`src/rtl/led_show_sequencer.sv`:
```
// Timed show sequencer: plays program entries onto the LED controller bus,
// with optional per-step brightness fade-in, single-shot or looping.
module led_show_sequencer #(
  parameter int unsigned DEPTH    = 8,
  parameter int unsigned PRESCALE = 1000,
  localparam int unsigned AW      = $clog2(DEPTH)
) (
  input  logic          clk,
  input  logic          rst,
  input  logic          wr_en,
  input  logic [AW-1:0] wr_addr,
  input  logic [17:0]   wr_data,
  input  logic          start,
  input  logic          stop,
  input  logic          loop,
  output logic [1:0]    mode,
  output logic [3:0]    color_code,
  output logic [3:0]    brightness,
  output logic [AW-1:0] step,
  output logic          busy,
  output logic          done
);

  localparam int unsigned PW = $clog2(PRESCALE);

  typedef enum logic [1:0] {StIdle, StLoad, StFade, StHold} state_e;

  state_e          state_q, state_d;
  logic [17:0]     mem_q [DEPTH];
  logic [1:0]      mode_q, mode_d;
  logic [3:0]      color_q, color_d;
  logic [3:0]      bri_q, bri_d;
  logic [3:0]      target_q, target_d;
  logic [5:0]      hold_q, hold_d;
  logic            last_q, last_d;
  logic [AW-1:0]   step_q, step_d;
  logic [PW-1:0]   presc_q, presc_d;
  logic [5:0]      tcnt_q, tcnt_d;
  logic            done_q, done_d;
  logic [17:0]     entry;
  logic            tick;
  logic            step_last;

  assign entry     = mem_q[step_q];
  assign tick      = (presc_q == PW'(PRESCALE - 1));
  assign step_last = last_q || (step_q == AW'(DEPTH - 1));

  // Program memory survives reset; writes only land while idle.
  always_ff @(posedge clk) begin
    if (wr_en && (state_q == StIdle)) begin
      mem_q[wr_addr] <= wr_data;
    end
  end

  always_comb begin
    state_d  = state_q;
    mode_d   = mode_q;
    color_d  = color_q;
    bri_d    = bri_q;
    target_d = target_q;
    hold_d   = hold_q;
    last_d   = last_q;
    step_d   = step_q;
    presc_d  = presc_q;
    tcnt_d   = tcnt_q;
    done_d   = 1'b0;

    unique case (state_q)
      StIdle: begin
        presc_d = '0;
        tcnt_d  = '0;
        if (start) begin
          state_d = StLoad;
          step_d  = '0;
        end
      end
      StLoad: begin
        mode_d   = entry[15:14];
        color_d  = entry[13:10];
        target_d = entry[9:6];
        hold_d   = entry[5:0];
        last_d   = entry[17];
        presc_d  = '0;
        tcnt_d   = '0;
        if (entry[16] && (entry[9:6] != 4'd0)) begin
          bri_d   = 4'd0;
          state_d = StFade;
        end else begin
          bri_d   = entry[9:6];
          state_d = StHold;
        end
      end
      StFade: begin
        presc_d = tick ? '0 : presc_q + PW'(1);
        if (tick) begin
          bri_d = bri_q + 4'd1;
          if ((bri_q + 4'd1) == target_q) begin
            state_d = StHold;
            tcnt_d  = '0;
          end
        end
      end
      StHold: begin
        presc_d = tick ? '0 : presc_q + PW'(1);
        if (tick) begin
          if (tcnt_q == hold_q) begin
            if (!step_last) begin
              step_d  = step_q + AW'(1);
              state_d = StLoad;
            end else if (loop) begin
              step_d  = '0;
              state_d = StLoad;
            end else begin
              state_d = StIdle;
              mode_d  = '0;
              color_d = '0;
              bri_d   = '0;
              step_d  = '0;
              presc_d = '0;
              tcnt_d  = '0;
              done_d  = 1'b1;
            end
          end else begin
            tcnt_d = tcnt_q + 6'd1;
          end
        end
      end
      default: state_d = StIdle;
    endcase

    // Abort overrides everything, including a same-cycle start.
    if (stop) begin
      state_d = StIdle;
      mode_d  = '0;
      color_d = '0;
      bri_d   = '0;
      step_d  = '0;
      presc_d = '0;
      tcnt_d  = '0;
      done_d  = 1'b0;
    end
  end

  always_ff @(posedge clk) begin
    if (rst) begin
      state_q  <= StIdle;
      mode_q   <= '0;
      color_q  <= '0;
      bri_q    <= '0;
      target_q <= '0;
      hold_q   <= '0;
      last_q   <= 1'b0;
      step_q   <= '0;
      presc_q  <= '0;
      tcnt_q   <= '0;
      done_q   <= 1'b0;
    end else begin
      state_q  <= state_d;
      mode_q   <= mode_d;
      color_q  <= color_d;
      bri_q    <= bri_d;
      target_q <= target_d;
      hold_q   <= hold_d;
      last_q   <= last_d;
      step_q   <= step_d;
      presc_q  <= presc_d;
      tcnt_q   <= tcnt_d;
      done_q   <= done_d;
    end
  end

  assign mode       = mode_q;
  assign color_code = color_q;
  assign brightness = bri_q;
  assign step       = step_q;
  assign busy       = (state_q != StIdle);
  assign done       = done_q;

endmodule

```
`config.mk`:
```
export PLATFORM = sky130hd
export DESIGN_NAME = led_show_sequencer
export DESIGN_NICKNAME = d
export VERILOG_FILES = /design/src/rtl/led_show_sequencer.sv
export SDC_FILE = /design/constraint.sdc
export NUM_CORES = 1
export LEC_CHECK = 0
export ABC_AREA = 1
export BUFFER_PORTS_ARGS = -buffer_cell sky130_fd_sc_hd__buf_2
export CAP_MARGIN = 20
export CORE_MARGIN = 4
export CORE_UTILIZATION = 50
export DETAILED_ROUTE_END_ITERATION = 10
export PLACE_DENSITY = 0.77
export SLEW_MARGIN = 20
export SYNTH_ARGS = -nofsm -noshare
export SYNTH_HDL_FRONTEND = slang
export SYNTH_SLANG_ARGS = --single-unit
```
`constraint.sdc`:
```
create_clock -name clk -period 4.61 [get_ports clk]
set_input_delay 0.2305 -clock clk [delete_from_list [all_inputs] [get_ports clk]]
set_output_delay 0.2305 -clock clk [all_outputs]
set_load 0.1 [all_outputs]
```
Yosys cells after proc, flatten, opt, wreduce, memory -nomap -nowiden
Memories as Yosys holds them, arrays and structs flattened. A register that Yosys moved wholly into a read port is not among the register bits.
Index checks and enable logic that the tools add are counted.
{"block": "word_totals", "ramBits": 144, "inputBits": 27, "mem_bits_ro": 0, "word_cells": 98, "n_memories": 1, "latchBits": 0, "output_inout_bits": 15, "regBits": 43}
{"block": "classes", "magnitude_cmp": 0, "n_eq_ne": 16, "div": 0, "add_sub_neg": 4, "muxes": 45, "multipliers": 0, "bitwise": 4, "n_shift": 0, "n_reduce_logical": 17}
{"name": "mem_q", "depth": 8, "word_bits": 18, "rd": 1, "rd_ports_with_merged_regs": 1, "write_ports": 1, "line": "29", "source": "logic [17:0] mem_q [DEPTH];"}
{"op": "10-bit two-way mux", "n": 5}
{"op": "6-bit two-way mux", "n": 6}
{"op": "10-bit one-hot mux with 3 select lines", "n": 1}
{"op": "4-bit two-way mux", "n": 6}
{"op": "2-bit two-way mux", "n": 9}
{"op": "3-bit two-way mux", "n": 6}
{"op": "6-bit one-hot mux with 3 select lines", "n": 1}
{"op": "5-bit AND reduction", "n": 3}
{"op": "2-bit != test, second input constant", "n": 7}
{"op": "4-bit one-hot mux with 3 select lines", "n": 1}
{"op": "10-bit by 1-bit adder with 10-bit output, second input constant", "n": 1}
{"op": "10-bit equality test, second input constant", "n": 1}
{"op": "2-bit one-hot mux with 4 select lines", "n": 1}
{"op": "4-bit one-hot mux with 2 select lines", "n": 1}
{"op": "6-bit by 1-bit adder with 6-bit output, second input constant", "n": 1}
{"op": "6-bit equality test", "n": 1}
{"op": "1-bit two-way mux", "n": 6}
{"op": "3-bit != test, second input constant", "n": 2}
{"op": "3-bit one-hot mux with 2 select lines", "n": 1}
{"op": "6-bit AND reduction", "n": 1}
{"op": "2-bit nonzero test", "n": 3}
{"op": "6-bit OR reduction", "n": 1}
{"op": "4-bit by 1-bit adder with 4-bit output, second input constant", "n": 1}
{"op": "2-bit equality test, second input constant", "n": 2}
{"op": "other kinds (13)", "n": 18}

Logic depth before layout (Yosys ltp)
Gate-level depths: netlist of the first run.
{"block": "depth", "depth_word": 8, "mapped_depth": 13, "mapped_depth_nobuf": 13}

Least setup slack after synthesis of the first run
OpenSTA, ideal clock, no wires.
{"block": "synth_timing", "path_type": "register -> register", "startpoint": "register bri_q[0], in the netlist brightness[0]", "endpoint": "register tcnt_q[1]", "stages_incl_launch_ff": 12, "setup_time_ns": 0.126, "slack_ns": 2.260, "path_buffers": 0, "t_arrival_ns": 2.225, "path_cell_list": "dfxtp_1 ha_1 xnor2_1 nand2_1 nor2_1 nand3_1 nand2_2 nand3_4 inv_4 nand2_2 nand2_1 nor2_2"}
{"block": "synth_via", "elab_chain_cells": 4}
{"element": "start, declared", "line": "32", "source": "logic [3:0] bri_q, bri_d;"}
{"element": "start signal, assigned", "line": "161", "source": "bri_q <= bri_d;"}
{"element": "4-bit by 1-bit adder with 4-bit output", "line": "97", "source": "if ((bri_q + 4'd1) == target_q) begin"}
{"element": "4-bit equality test", "line": "97"}
{"element": "2-bit != test (no source line)"}
{"element": "5-bit AND reduction (no source line)"}
{"element": "end signal, assigned", "line": "167", "source": "tcnt_q <= tcnt_d;"}
{"element": "end, declared", "line": "38", "source": "logic [5:0] tcnt_q, tcnt_d;"}
No other way between the ends.
A chain may end at the register's enable or synchronous reset.

==> summary.md, run 1 <==
| Metric | Value |
|---|---|
| PD cells | 422 mW/mm² |
| Register bit total from synthesis | 190 |
| Clk buf depth | 2 |
| Synthesized netlist cell count | 777 |
| Combinational share of power | 11.8% |
| Max incr delay on CP | 0.88 ns |
| Setup TNS | 0 ns |
| Leak | 3.39 nW |
| Hold Buf Count CTS | 0 |
| Initial core utilization | 51.3% |
| Worst-margin pin slew | 1.06 ns |
| Core area | 0.0159 mm² |
| Global-route wire length before repair | 27,600 µm |
| Sequential share of power | 50.3% |
| Max-cap violations | 0 |
| Synth Cell Area | 0.00818 mm² |
| Critical hold path startpoint | wr_data[2] |
| Num Clock Sinks | 190 |
| Crit path required time | 4.99 ns |
| Largest net degree at the start of global routing | 73 |
| WP buf/inv | 1 |
| Share of layout cells above drive strength 1 | 14.8% |
| Sequence of cells on the critical path | inv_6 -> nand2_1 -> nand2_1 -> nand2_1 -> nand3_1 -> nand2_1 -> nand2_1 -> nor2_1 -> nor2_1 -> nor2_1 -> nor2_1 -> nor2_1 |
| First drt pass iteration count | 5 |
| Layout area overhead | 11.3% |
| Worst-path fanout max | 72 |
| Vias in the first global route | 5,299 |
| Starting DRT DRC Count | 626 |
| Sw frac | 27.4% |
| Rel. slew slack | 29.4% |
| Total CTS buffers | 17 |
| Max frequency | 427 MHz |
| Crit path kind | reg -> reg |
| Sequential fraction of the synthesis area | 64.1% |
| GPL Wtd Cong | 0.813 |
| Htree depth | 4 |
| CTS clk-pin slew, worst paths | 0.08 ns |
| Drt via density | 5.43 |
| Peak supply drop | 0.363 mV |
| Max Slew Vio Count | 0 |
| Die H | 136 µm |
| WL final | 17,500 µm |
| Outcome | finished clean |
| Post-route non-filler standard cell count | 1,038 |
| N_diodes | 0 |
| Net Switching | 0.00105 W |
| Clock Power Share | 37.9% |
| Mean area per synthesized cell | 10.5 µm² |
| Internal power | 0.00279 W |
| Die area | 0.0185 mm² |
| Final Hold Viols | 0 |
| Util after Layout | 57.1% |
| Placed Cells | 1,005 |
| CP Capture Type | flip-flop |
| # port buffers | 41 |
| Total track usage | 19.7% |
| DRC viols | 0 |
| Clock Skews | 0.0117 ns |
| Root Buffer | clkbuf_16 |
| Tcrit/Tclk final | 50.9% |
| Die W | 136 µm |
| Detail Route Antenna Nets | 0 |
| Overflow after GRT | 0 |
| Post_cts resized | 0 |
| Wire length per cell | 16.9 µm |
| Initial antenna violation count | 0 |
| Arr. time, crit path | 2.73 ns |
| Synthesized Nets | 814 |
| Startpoint types | flip-flop |
| Hpwl dp | 11,300 µm |
| Final #Nets | 846 |
| Minimum clock period | 2.34 ns |
| Finish-stage setup viols | 0 |
| Delay-heaviest family, CP | simple AND/OR/NAND/NOR gates |
| Clock Latency Late Sink | 0.44 ns |
| RSZ-0062 raised after global routing | no |
| CTS tree | yes |
| Post-synthesis cell type count | 42 |
| # IOs | 42 |
| Vias post-DR | 5,635 |
| YS warnings | 0 |
| Worst hold path type | in -> reg |
| Slowest stage cell, crit path | dfxtp_2 |
| Setup Buffers After CTS | 0 |
| Row Count | 46 |
power by group through the flow:
stage / Clock, W / Sequential (W) / Combinational [W]
4_1_cts: 0.00148 / 0.00193 / 0.000450
6_report: 0.00146 / 0.00193 / 0.000453
2_1_floorplan: 0 / 0.00199 / 0.000304
5_1_grt: 0.00155 / 0.00194 / 0.000499
3_3_place_gp: 0 / 0.00197 / 0.000438
3_5_place_dp: 0 / 0.00197 / 0.000446
area by class of cell:
type / count / area (µm²)
fillers: 1294 / 6840
flip-flops and latches: 190 / 5250
multi-input cells: 483 / 2470
clock buffers: 18 / 429
inverters: 72 / 283
well taps: 216 / 270
repair buffers: 45 / 239
clock inverters: 14 / 163
registers in the layout, summed over array words and instances (netlist names), named ones only:
| name | flops |
|---|---|
| mem_q | 144 |
| last_q | 1 |
| tcnt_q | 6 |
| step | 3 |
| mode | 2 |
| color_code | 4 |
| presc_q | 10 |
| done | 1 |
| brightness | 4 |
| target_q | 4 |
| state_q | 2 |
| hold_q | 6 |
synth_stat cells:
| cell | count | area [µm²] |
|---|---|---|
| edfxtp_1 | 144 | 4320 |
| nand2_1 | 127 | 477 |
| nor2_1 | 111 | 417 |
| o21ai_0 | 71 | 355 |
| inv_1 | 64 | 240 |
| nand3_1 | 47 | 235 |
| dfxtp_1 | 46 | 921 |
| a21oi_1 | 26 | 130 |
| buf_2 | 12 | 60.1 |
| o21ai_1 | 11 | 55.1 |
| ha_1 | 10 | 125 |
| clkbuf_1 | 9 | 33.8 |
| o22ai_1 | 9 | 56.3 |
| a21oi_2 | 7 | 61.3 |
| nor2_2 | 7 | 43.8 |
| o211ai_1 | 7 | 52.6 |
| o221ai_1 | 7 | 61.3 |
| buf_6 | 6 | 67.6 |
| nor3_1 | 6 | 30.0 |
| xor2_1 | 6 | 52.6 |
| inv_2 | 5 | 18.8 |
| buf_4 | 4 | 30.0 |
| nand2_4 | 4 | 45.0 |
| o21ai_2 | 4 | 35.0 |
| nand3_4 | 3 | 52.6 |
| nand4_1 | 3 | 18.8 |
| nor3b_1 | 3 | 22.5 |
| nand2_2 | 2 | 12.5 |
| nand3b_1 | 2 | 15.0 |
| nor4_1 | 2 | 12.5 |
| a211oi_1 | 1 | 7.51 |
| a31oi_1 | 1 | 6.26 |
| and2_1 | 1 | 6.26 |
| clkinv_4 | 1 | 8.76 |
| dlygate4sd1_1 | 1 | 8.76 |
| inv_4 | 1 | 6.26 |
| inv_6 | 1 | 8.76 |
| nand4_4 | 1 | 21.3 |
| nor2_8 | 1 | 20.0 |
| o21a_1 | 1 | 7.51 |
| or2_1 | 1 | 6.26 |
| xnor2_1 | 1 | 8.76 |
routing by layer:
| layer | vias to the layer above | global-route usage, % | share of wire (%) | wire [µm] |
|---|---|---|---|---|
| met5 | - | 0 | 0 | 0 |
| met4 | 0 | 6.94 | 2.3 | 397 |
| met3 | 39 | 4.77 | 6.8 | 1180 |
| met2 | 221 | 30.7 | 47 | 8160 |
| met1 | 2647 | 27.2 | 44 | 7770 |
| li1 | 2728 | - | - | - |
kinds of logic (layout without fill, tap and decap cells):
family          after synthesis  in the layout  synth area share (%)
xor+xnor                      7              7                 0.750
simple gates                321            321                  17.5
compound gates              145            145                  10.1
fa+ha+maj                    10             10                  1.53
buf+inv                     104            149                  5.91
flops                       190            190                  64.1
stage by stage:
stage	total power [W]	setup WS, ns	hold WS (ns)	instance area (µm²)
floorplan	0.00230	2.26	0.329	8180
global placement	0.00241	2.34	0.431	8500
detailed placement	0.00242	2.31	0.430	8500
CTS	0.00386	2.31	0.0624	9090
global route	0.00398	2.01	0.0832	9100
finish	0.00384	2.27	0.0732	9100
layout by cell type, fill, tap and decap left out, drive strengths merged, types with 6 or more instances in the layout:
cell type    n
a21oi       33
buf         45
clkbuf      18
dfxtp       46
edfxtp     144
ha          10
inv         80
nand2      133
nand3       50
nor2       119
nor3         6
o211ai       7
o21ai       86
o221ai       7
o22ai        9
xor2         6
final timing paths:
kind / endpoint / slack, ns / depth (start not counted)
max reg2reg: state_q[0] / 2.27 / 12
min: mem_q[6][2] / 0.07 / 1
min reg2reg: color_code[3] / 0.44 / 2
max: state_q[0] / 2.27 / 12
(Power assumes the default switching activity.)
==> run 2: changes to the inputs <==
==> constraint.sdc (replaced) <==
create_clock -name clk -period 2.4 [get_ports clk]
set_input_delay 0.12 -clock clk [delete_from_list [all_inputs] [get_ports clk]]
set_output_delay 0.12 -clock clk [all_outputs]
set_load 0.1 [all_outputs]
==> summary.md, run 2 (synthesis results as in run 1) <==
| Metric | Value |
|---|---|
| Initial antenna violation count | 0 (unchanged) |
| WL final | 17,800 µm (+1.8%) |
| Vias post-DR | 5,737 (+1.8%) |
| Layout area overhead | 15.3% |
| Rel. slew slack | 65.4% (+36 points) |
| Peak supply drop | 0.575 mV (+58%) |
| DRC viols | 0 (unchanged) |
| Total power | 0.00735 W (+91%) |
| Hpwl dp | 11,200 µm (-1.4%) |
| Most frequent cells in the layout | edfxtp_1 (144), nand2_1 (127), nor2_1 (103), o21ai_0 (71), inv_1 (64) |
| Setup ws final | 0.499 ns (-1.77 ns) |
| Core area | 0.0159 mm² (unchanged) |
| RSZ-0062 raised after global routing | no |
| Clock Latency Late Sink | 0.44 ns (about the same) |
| Final #Nets | 880 (+4.0%) |
| Die H | 136 µm (unchanged) |
| Leak | 3.54 nW (+4.7%) |
| Sequential standard cell area | 0.00525 mm² (unchanged) |
| # port buffers | 41 (unchanged) |
| Die W | 136 µm (unchanged) |
| PD cells | 779 mW/mm² (+84%) |
| Starting DRT DRC Count | 423 (-32%) |
| Vias in the first global route | 5,610 (+5.9%) |
| Root Buffer | clkbuf_16 |
| Pre-CTS WS | 0.541 ns (-1.77 ns) |
| Global-route wire length before repair | 29,000 µm (+5.1%) |
| Share of layout cells above drive strength 1 | 15.7% (+0.81 points) |
| Placed Cells | 1,021 (+1.6%) |
| GPL Wtd Cong | 0.817 (+0.48%) |
| Outcome | finished clean |
| CTS tree | yes |
| Drt via density | 5.35 (-1.5%) |
| Setup TNS | 0 ns (unchanged) |
| Wire length per cell | 16.6 µm (-1.5%) |
| Final Hold Viols | 0 (unchanged) |
| Max incr delay on CP | 0.45 ns (-0.43 ns) |
| Worst-path fanout max | 4 (-94%) |
| Slowest stage cell, crit path | buf_2 |
| Multi-input logic area | 0.00247 mm² (-0.20%) |
| Initial core utilization | 51.3% (unchanged) |
| Commonest non-fill, non-tap cell in the layout | edfxtp_1 |
| Die area | 0.0185 mm² (unchanged) |
| Largest net degree at the start of global routing | 73 (unchanged) |
| Largest reg by FF count | mem_q |
| Crit path kind | reg -> out |
| Crit path required time | 2.28 ns (-2.71 ns) |
| Sequence of cells on the critical path | inv_1 -> ha_1 -> inv_1 -> buf_2 |
| Overflow after GRT | 0 (unchanged) |
| Total track usage | 20.6% (+0.88 points) |
| Max frequency | 526 MHz |
| Worst reg2reg path depth | 10 (-2) |
| Worst-margin pin slew | 0.519 ns (-0.539 ns) |
| Clock Skews | 0.00854 ns (-0.00319 ns) |
| CTS clk-pin slew, worst paths | 0.07 ns (about the same) |
| Row Count | 46 (unchanged) |
| Leading registers by flop count | mem_q: 144 flops, presc_q: 10 flops |
| Clk buf depth | 2 (unchanged) |
| Max Slew Vio Count | 0 (unchanged) |
| Tcrit/Tclk final | 79.2% |
| Arr. time, crit path | 1.78 ns (-0.95 ns) |
| # IOs | 42 (unchanged) |
| Finish-stage setup viols | 0 (unchanged) |
| First drt pass iteration count | 5 (unchanged) |
| Num Clock Sinks | 190 (unchanged) |
| Total CTS buffers | 17 (unchanged) |
| Most frequent CP cell | inv_1 |
| Minimum clock period | 1.90 ns |
| Post-route non-filler standard cell count | 1,073 (+3.4%) |
| Max-cap violations | 0 (unchanged) |
| Worst Hold Path Cells | 5 (+4) |
| Htree depth | 4 (unchanged) |
| FILL cells | 1,277 (-1.3%) |
| Detail Route Antenna Nets | 0 (unchanged) |
| Largest register FFs | 144 (unchanged) |
| Startpoint types | flip-flop |
| CP Capture Type | output pin |
| Setup Buffers After CTS | 0 (unchanged) |
| Worst hold path type | in -> reg |
| Hold WS | 0.113 ns (+0.0396 ns) |
-- run 2: worst max-delay path, delay by kind of cell (launching register included) --
kind / cells / cell delay (ns)
buf+inv: 3 / 0.70
flops: 1 / 0.37
fa+ha+maj: 1 / 0.28
-- run 2: final timing paths --
kind	from	endpoint	slack, ns
worst max-delay path	state_q[0]	busy	0.50
worst min-delay path	stop	mode[0]	0.11
worst max register to register	brightness[0]	tcnt_q[3]	0.52
worst min register to register	color_code[3]	color_code[3]	0.44
-- run 2: metrics by stage --
| stage | util, % | cell area, µm² |
|---|---|---|
| 2_1_floorplan | - | 8180 |
| 3_3_place_gp | 54.4 | 8680 |
| 3_5_place_dp | 54.4 | 8680 |
| 4_1_cts | 59.2 | 9430 |
| 5_1_grt | 59.2 | 9430 |
| 6_report | 59.2 | 9430 |
-- run 2: report_power, final --
| part | total (W) | leakage [nW] | switching, W | internal (W) |
|---|---|---|---|---|
| registers | 0.00368 | 1.68 | 0.0000482 | 0.00363 |
| clock network | 0.00272 | 0.273 | 0.00126 | 0.00146 |
| logic | 0.000948 | 1.59 | 0.000665 | 0.000283 |
| total | 0.00735 | 3.54 | 0.00197 | 0.00537 |
-- run 2: what timing repair did --
item / 4_1_cts / 5_1_grt
hold buffers: 19 / 0
endpoints found under the hold margin: 145 / 0
gates resized for setup: 0 / 0
-- run 2: layout make-up --
type	count	area share, %
clock inverter	12	1.31
antenna	1	0.0265
sequential	190	55.6
multi-input combinational	483	26.2
timing repair buffer	79	6.37
tap	216	2.87
clock buffer	20	4.63
inverter	72	3.00
-- run 2: layer usage --
layer  up-vias  wire (µm)  track usage [%]
met5         -          0                0
met4         0        196             5.66
met3        18       1100             5.77
met2       172       8830             34.2
met1      2752       7690             26.7
li1       2795          -                -
